[src/rtl/multi_slave_select.sv]
// multi_slave_select: frame-timed active-low slave-select sequencer
// with pause, abort, inter-frame gap and a depth-1 request queue.
//
// Ports:
//   pclk, preset_n    clock, async active-low reset
//   mstr_i            master enable (low forces idle)
//   spiswai_i         stop-in-wait
//   spi_mode_i        00 run, 01 wait, 1x stop
//   send_data_i       transfer request
//   brd_i             pclk cycles per bit (0 acts as 1)
//   ss_sel_i          target slave index
//   cs_gap_i          idle cycles between frames
//   abort_i           cancel frame and pending request
//   ss_o              active-low selects
//   tip_o             transfer in progress
//   r_data_o          one-cycle frame-done strobe
//   busy_o            frame, gap or pending request
module multi_slave_select #(
  parameter int NUM_SS     = 4,
  parameter int FRAME_BITS = 8,
  parameter int BRD_W      = 12,
  parameter int GAP_W      = 4,
  localparam int SEL_W     =
    (NUM_SS > 1) ? $clog2(NUM_SS) : 1
) (
  input  logic              pclk,
  input  logic              preset_n,
  input  logic              mstr_i,
  input  logic              spiswai_i,
  input  logic [1:0]        spi_mode_i,
  input  logic              send_data_i,
  input  logic [BRD_W-1:0]  brd_i,
  input  logic [SEL_W-1:0]  ss_sel_i,
  input  logic [GAP_W-1:0]  cs_gap_i,
  input  logic              abort_i,
  output logic [NUM_SS-1:0] ss_o,
  output logic              tip_o,
  output logic              r_data_o,
  output logic              busy_o
);

  localparam longint MAX_CNT =
    longint'(FRAME_BITS) *
    ((longint'(1) << BRD_W) - 1);
  localparam int CNT_W = $clog2(MAX_CNT + 1);

  localparam logic [SEL_W:0] SS_LIM =
    (SEL_W+1)'(NUM_SS);

  typedef enum logic [1:0] {
    IDLE   = 2'd0,
    ACTIVE = 2'd1,
    GAP    = 2'd2
  } state_t;

  state_t state_q;
  state_t state_d;

  logic [CNT_W-1:0] cnt_q;
  logic [CNT_W-1:0] tgt_q;
  logic [SEL_W-1:0] sel_q;
  logic [SEL_W-1:0] pend_sel_q;
  logic [GAP_W-1:0] gap_q;
  logic [GAP_W-1:0] gap_cnt_q;
  logic             pend_q;
  logic             strobe_q;

  logic             en;
  logic             kill;
  logic             sel_ok;
  logic             req_ok;
  logic             have_req;
  logic [SEL_W-1:0] req_sel;
  logic             frame_end;
  logic             gap_end;
  logic             launch;
  logic [BRD_W-1:0] brd_eff;

  assign en = mstr_i &
    ((spi_mode_i == 2'b00) |
     ((spi_mode_i == 2'b01) & ~spiswai_i));

  assign kill   = abort_i | ~mstr_i;
  assign sel_ok = {1'b0, ss_sel_i} < SS_LIM;
  assign req_ok = send_data_i & sel_ok & ~kill;

  // A fresh request overrides an older
  // pending one (depth-1 queue semantics).
  assign have_req = req_ok | pend_q;
  assign req_sel  = req_ok ? ss_sel_i
                           : pend_sel_q;

  assign brd_eff = (brd_i == '0) ? BRD_W'(1)
                                 : brd_i;

  assign frame_end = (state_q == ACTIVE) & en &
                     (cnt_q == tgt_q);

  assign gap_end = (state_q == GAP) &
    (gap_cnt_q == gap_q - GAP_W'(1));

  // A queued request launches straight out of
  // the last gap cycle so the idle time between
  // frames is exactly the programmed gap.
  assign launch = ~kill & en & have_req &
    ((state_q == IDLE) | gap_end);

  always_ff @(posedge pclk or negedge preset_n) begin
    if (!preset_n) begin
      state_q <= IDLE;
    end else begin
      state_q <= state_d;
    end
  end

  always_comb begin
    state_d = state_q;
    if (kill) begin
      state_d = IDLE;
    end else if (launch) begin
      state_d = ACTIVE;
    end else if (frame_end) begin
      state_d = (gap_q != '0) ? GAP : IDLE;
    end else if (gap_end) begin
      state_d = IDLE;
    end
  end

  always_ff @(posedge pclk or negedge preset_n) begin
    if (!preset_n) begin
      cnt_q      <= '0;
      tgt_q      <= '0;
      sel_q      <= '0;
      pend_sel_q <= '0;
      gap_q      <= '0;
      gap_cnt_q  <= '0;
      pend_q     <= 1'b0;
      strobe_q   <= 1'b0;
    end else begin
      strobe_q <= frame_end & ~kill;
      if (kill) begin
        cnt_q     <= '0;
        gap_cnt_q <= '0;
        pend_q    <= 1'b0;
      end else begin
        if (launch) begin
          sel_q <= req_sel;
          tgt_q <= CNT_W'(FRAME_BITS) *
                   CNT_W'(brd_eff) -
                   CNT_W'(1);
          gap_q <= cs_gap_i;
          cnt_q <= '0;
        end else if (frame_end) begin
          cnt_q <= '0;
        end else if (state_q == ACTIVE && en) begin
          cnt_q <= cnt_q + CNT_W'(1);
        end

        if (state_q == GAP && !gap_end) begin
          gap_cnt_q <= gap_cnt_q + GAP_W'(1);
        end else begin
          gap_cnt_q <= '0;
        end

        if (launch) begin
          pend_q <= 1'b0;
        end else if (req_ok && state_q != IDLE) begin
          pend_q     <= 1'b1;
          pend_sel_q <= ss_sel_i;
        end
      end
    end
  end

  always_comb begin
    ss_o = '1;
    for (int i = 0; i < NUM_SS; i++) begin
      if (state_q == ACTIVE &&
          sel_q == SEL_W'(i)) begin
        ss_o[i] = 1'b0;
      end
    end
    tip_o    = (state_q == ACTIVE);
    r_data_o = strobe_q;
    busy_o   = (state_q != IDLE) | pend_q;
  end

endmodule
[config.mk]
export PLATFORM = sky130hd
export DESIGN_NAME = multi_slave_select
export DESIGN_NICKNAME = d
export VERILOG_FILES = /design/src/rtl/multi_slave_select.sv
export SDC_FILE = /design/constraint.sdc
export NUM_CORES = 1
export LEC_CHECK = 0
export CAP_MARGIN = 20
export CORE_UTILIZATION = 30
export CTS_BUF_LIST = sky130_fd_sc_hd__clkbuf_16
export DETAILED_ROUTE_END_ITERATION = 8
export GPL_TIMING_DRIVEN = 0
export PLACE_DENSITY_LB_ADDON = 0.15
export REMOVE_ABC_BUFFERS = 1
export SYNTH_ARGS = -nofsm -noshare
export SYNTH_HDL_FRONTEND = slang
export SYNTH_SLANG_ARGS = --single-unit
export TNS_END_PERCENT = 100
[constraint.sdc]
create_clock -name pclk -period 2.6 [get_ports pclk]
set_input_delay 0.52 -clock pclk [delete_from_list [all_inputs] [get_ports pclk]]
set_output_delay 0.52 -clock pclk [all_outputs]
set_load 0.05 [all_outputs]
==> out/qor.yml <==
crit_required_ns: 2.77
yosysWarnings: 0
grt_max_degree: 37
ant_nets: 0
synth-seq-cells: 44
worst_pin_slew_ns: 0.8679
rr_worst_depth: 5
total_leakage_power_nw: 1.326
worstPathArrival_ns: 2.60
cts_hold_buf: 0
cts_tree: "done"
cp_max_fo: 14
final_area_um2: 3241
synthArstFlopShare_pct: 100.0
initial_core_util_pct: 30.82
synth_area_um2: 2675
critPathMaxStageDelay_ns: 0.50
cts_root_buffer: "clkbuf_16"
grt_setup_unrepaired: "false"
crit_buf_inv: 1
drc_errors: 0
die_area_um2: 9299
slowest_stage: "clkdlybuf4s50_1"
dr.pass1.iters: 4
vias: 2009
crit_chain: "clkdlybuf4s50_1, nor2b_2, o2111ai_2, nor2_8, mux2_2"
area_growth_pct: 21.14
post_cts_buffers: 0
dpl_cell_area_um2: 3059
report.final.slew_viol_count: 0
clock_latency_ns: 0.28
pin_count: 33
clockBufferDepth: 2
fin_nets: 318
finalCriticalPeriod_ns: 2.429
final_cell_mix: "dfrtp_1, clkdlybuf4s50_1, nor2_1"
ir_drop_mv: 0.2303
num_rows: 34
drt_iter0_drc: 86
hold_class: "input port to asynchronous set/reset pin"
endpoint_kind: "flop"
grt_pass1_vias: 1929
ys.flop_type: "dfrtp_1"
core_area_um2: 8678
worstSetupPathType: "input port to flop"
fin_crit_sh_pct: 93.44
drive_above_1_share_pct: 15.28
max_freq_mhz: 411.6
syn_inst: 259
grt.total_usage_pct: 14.04
place_congestion: 0.8107
grt_pass1_wl_um: 9894
die_x_um: 96.43
setup_viol: 0
die_y_um: 96.43
dp_hpwl_um: 4243
fillCellCount: 906
io_buffers: 32
r2r_end: "cnt_q[10]$_DFFE_PN0P_"
synth-edff-count: 0
num_antenna_cells: 0
path_clk_slew_ns: 0.06
ys_seq_area_share_pct: 41.16
cts_buffers: 5
synth_area_per_cell_um2: 10.33
wl_per_cell_um: 14.39
routed_wl_um: 5700
hold_viol_final: 0
rr_startpoint: "cnt_q[3]$_DFFE_PN0P_"
crit_family: "simple AND/OR/NAND/NOR gates"
h-tree-depth: 2
finalSetupTns_ns: 0
via_per_inst: 5.073
maxSlewHeadroom_pct: 41.71
antenna_found_initial: 0
power_density_nw_per_um2: 578.1
cap_violations: 0
cts.sinks: 44
final_common_cell: "dfrtp_1"
overflow: 0
rrSetupSlack_ns: 0.26
synth_cell_types: 53
fin_skew_ns: 0.004001
status: "complete, no violations"
cp-start-kind: "input port"
through the flow:
stage	hold slack, ns	instances	setup WS [ns]	power (mW)	utilization, %
2_1_floorplan	0.2244	247	0.4137	1.065	-
3_3_place_gp	0.4840	387	-0.7697	1.177	35.08
3_5_place_dp	0.4095	388	-0.7577	1.186	35.25
4_1_cts	0.1037	396	0.0009257	1.909	37.20
5_1_grt	0.1107	396	0.01810	1.972	37.34
6_report	0.09263	396	0.1707	1.873	37.34
per-layer routing:
metal  routed length, µm  share of wire [%]  up-vias  track usage [%]
met3                 151                2.6        6            2.582
li1                    -                  -     1011                -
met5                   0                  0        -                0
met4                  79                1.4        0            5.147
met2                2667                 47       29            22.22
met1                2801                 49      963            19.11
registers in the layout (all words and copies together) (netlist names):
register / count
tgt_q: 13
cnt_q: 15
gap_cnt_q: 4
sel_q: 2
pend_sel_q: 2
r_data_o: 1
pend_q: 1
state_q: 2
gap_q: 4
final cells by class:
cell class | count | area, µm² | share of cell area (%)
multi-input combinational | 196 | 1476 | 45.56
sequential | 44 | 1101 | 33.98
timing repair buffer | 33 | 337.8 | 10.42
tap | 108 | 135.1 | 4.170
clock buffer | 5 | 125.1 | 3.861
clock inverter | 3 | 38.79 | 1.197
inverter | 7 | 26.28 | 0.8108
worst reg2reg max path, cell delays in order (launching register included):
cell     delay, ns
dfrtp_1       0.46
xnor2_1       0.23
nand4_1       0.17
nor4_4        0.80
nor2_4        0.19
a221o_1       0.37
worst max path at each step:
stage,from,slack [ns],depth (start not counted),endpoint
after detailed placement,mstr_i,-0.76,6,cnt_q[0]$_DFFE_PN0P_
after global placement,mstr_i,-0.77,6,cnt_q[0]$_DFFE_PN0P_
final,mstr_i,0.17,5,tgt_q[7]$_DFFE_PN0P_
after floorplan,state_q[1]$_DFFE_PN0P_,0.41,5,cnt_q[0]$_DFFE_PN0P_
after global routing,brd_i[8],0.02,9,tgt_q[13]$_DFFE_PN0P_
after CTS,mstr_i,0.0009,6,cnt_q[0]$_DFFE_PN0P_
synth_stat cells (all sizes together) (2+ instances only):
library cell  number  share of area, %
a211oi             3              0.84
nor4               4               1.5
a21o               3              0.94
nand2b             3              0.70
or3                3              0.70
ha                 5               2.3
or4                4               1.1
nand3b             4               1.1
nand3             15               2.8
xor2               3              0.98
inv                7              0.98
and4               2              0.65
mux2              17               8.3
dfrtp             44                41
nand4              6               1.4
a21oi              4              0.75
and3               5               1.2
xnor2             24               7.9
nor2              29               4.7
a221o              9               3.4
o21ai             18               3.4
nor3               6               1.3
buf               11               3.1
nand2             11               1.6
report_power, final:
| part | switching, mW | total [mW] | internal (mW) |
|---|---|---|---|
| logic | 0.142 | 0.340 | 0.198 |
| registers | 0.0654 | 0.826 | 0.761 |
| clock network | 0.259 | 0.707 | 0.448 |
logic make-up after synthesis:
| group | Yosys count | synth area share [%] |
|---|---|---|
| and+or+nand+nor | 98 | 20.49 |
| AOI/OAI and AO/OA | 48 | 13.80 |
| DFF | 44 | 41.16 |
| xor gates and xnor gates | 28 | 9.729 |
| buffers and inverters | 19 | 4.210 |
| muxes | 17 | 8.279 |
| adders and majority gates | 5 | 2.339 |
timing repair:
| item | in CTS | in global routing |
|---|---|---|
| hold endpoints to repair | 0 | 0 |
| gates resized for setup | 2 | 4 |
| setup endpoints to repair | 23 | 14 |
(Power assumes the default switching activity.)
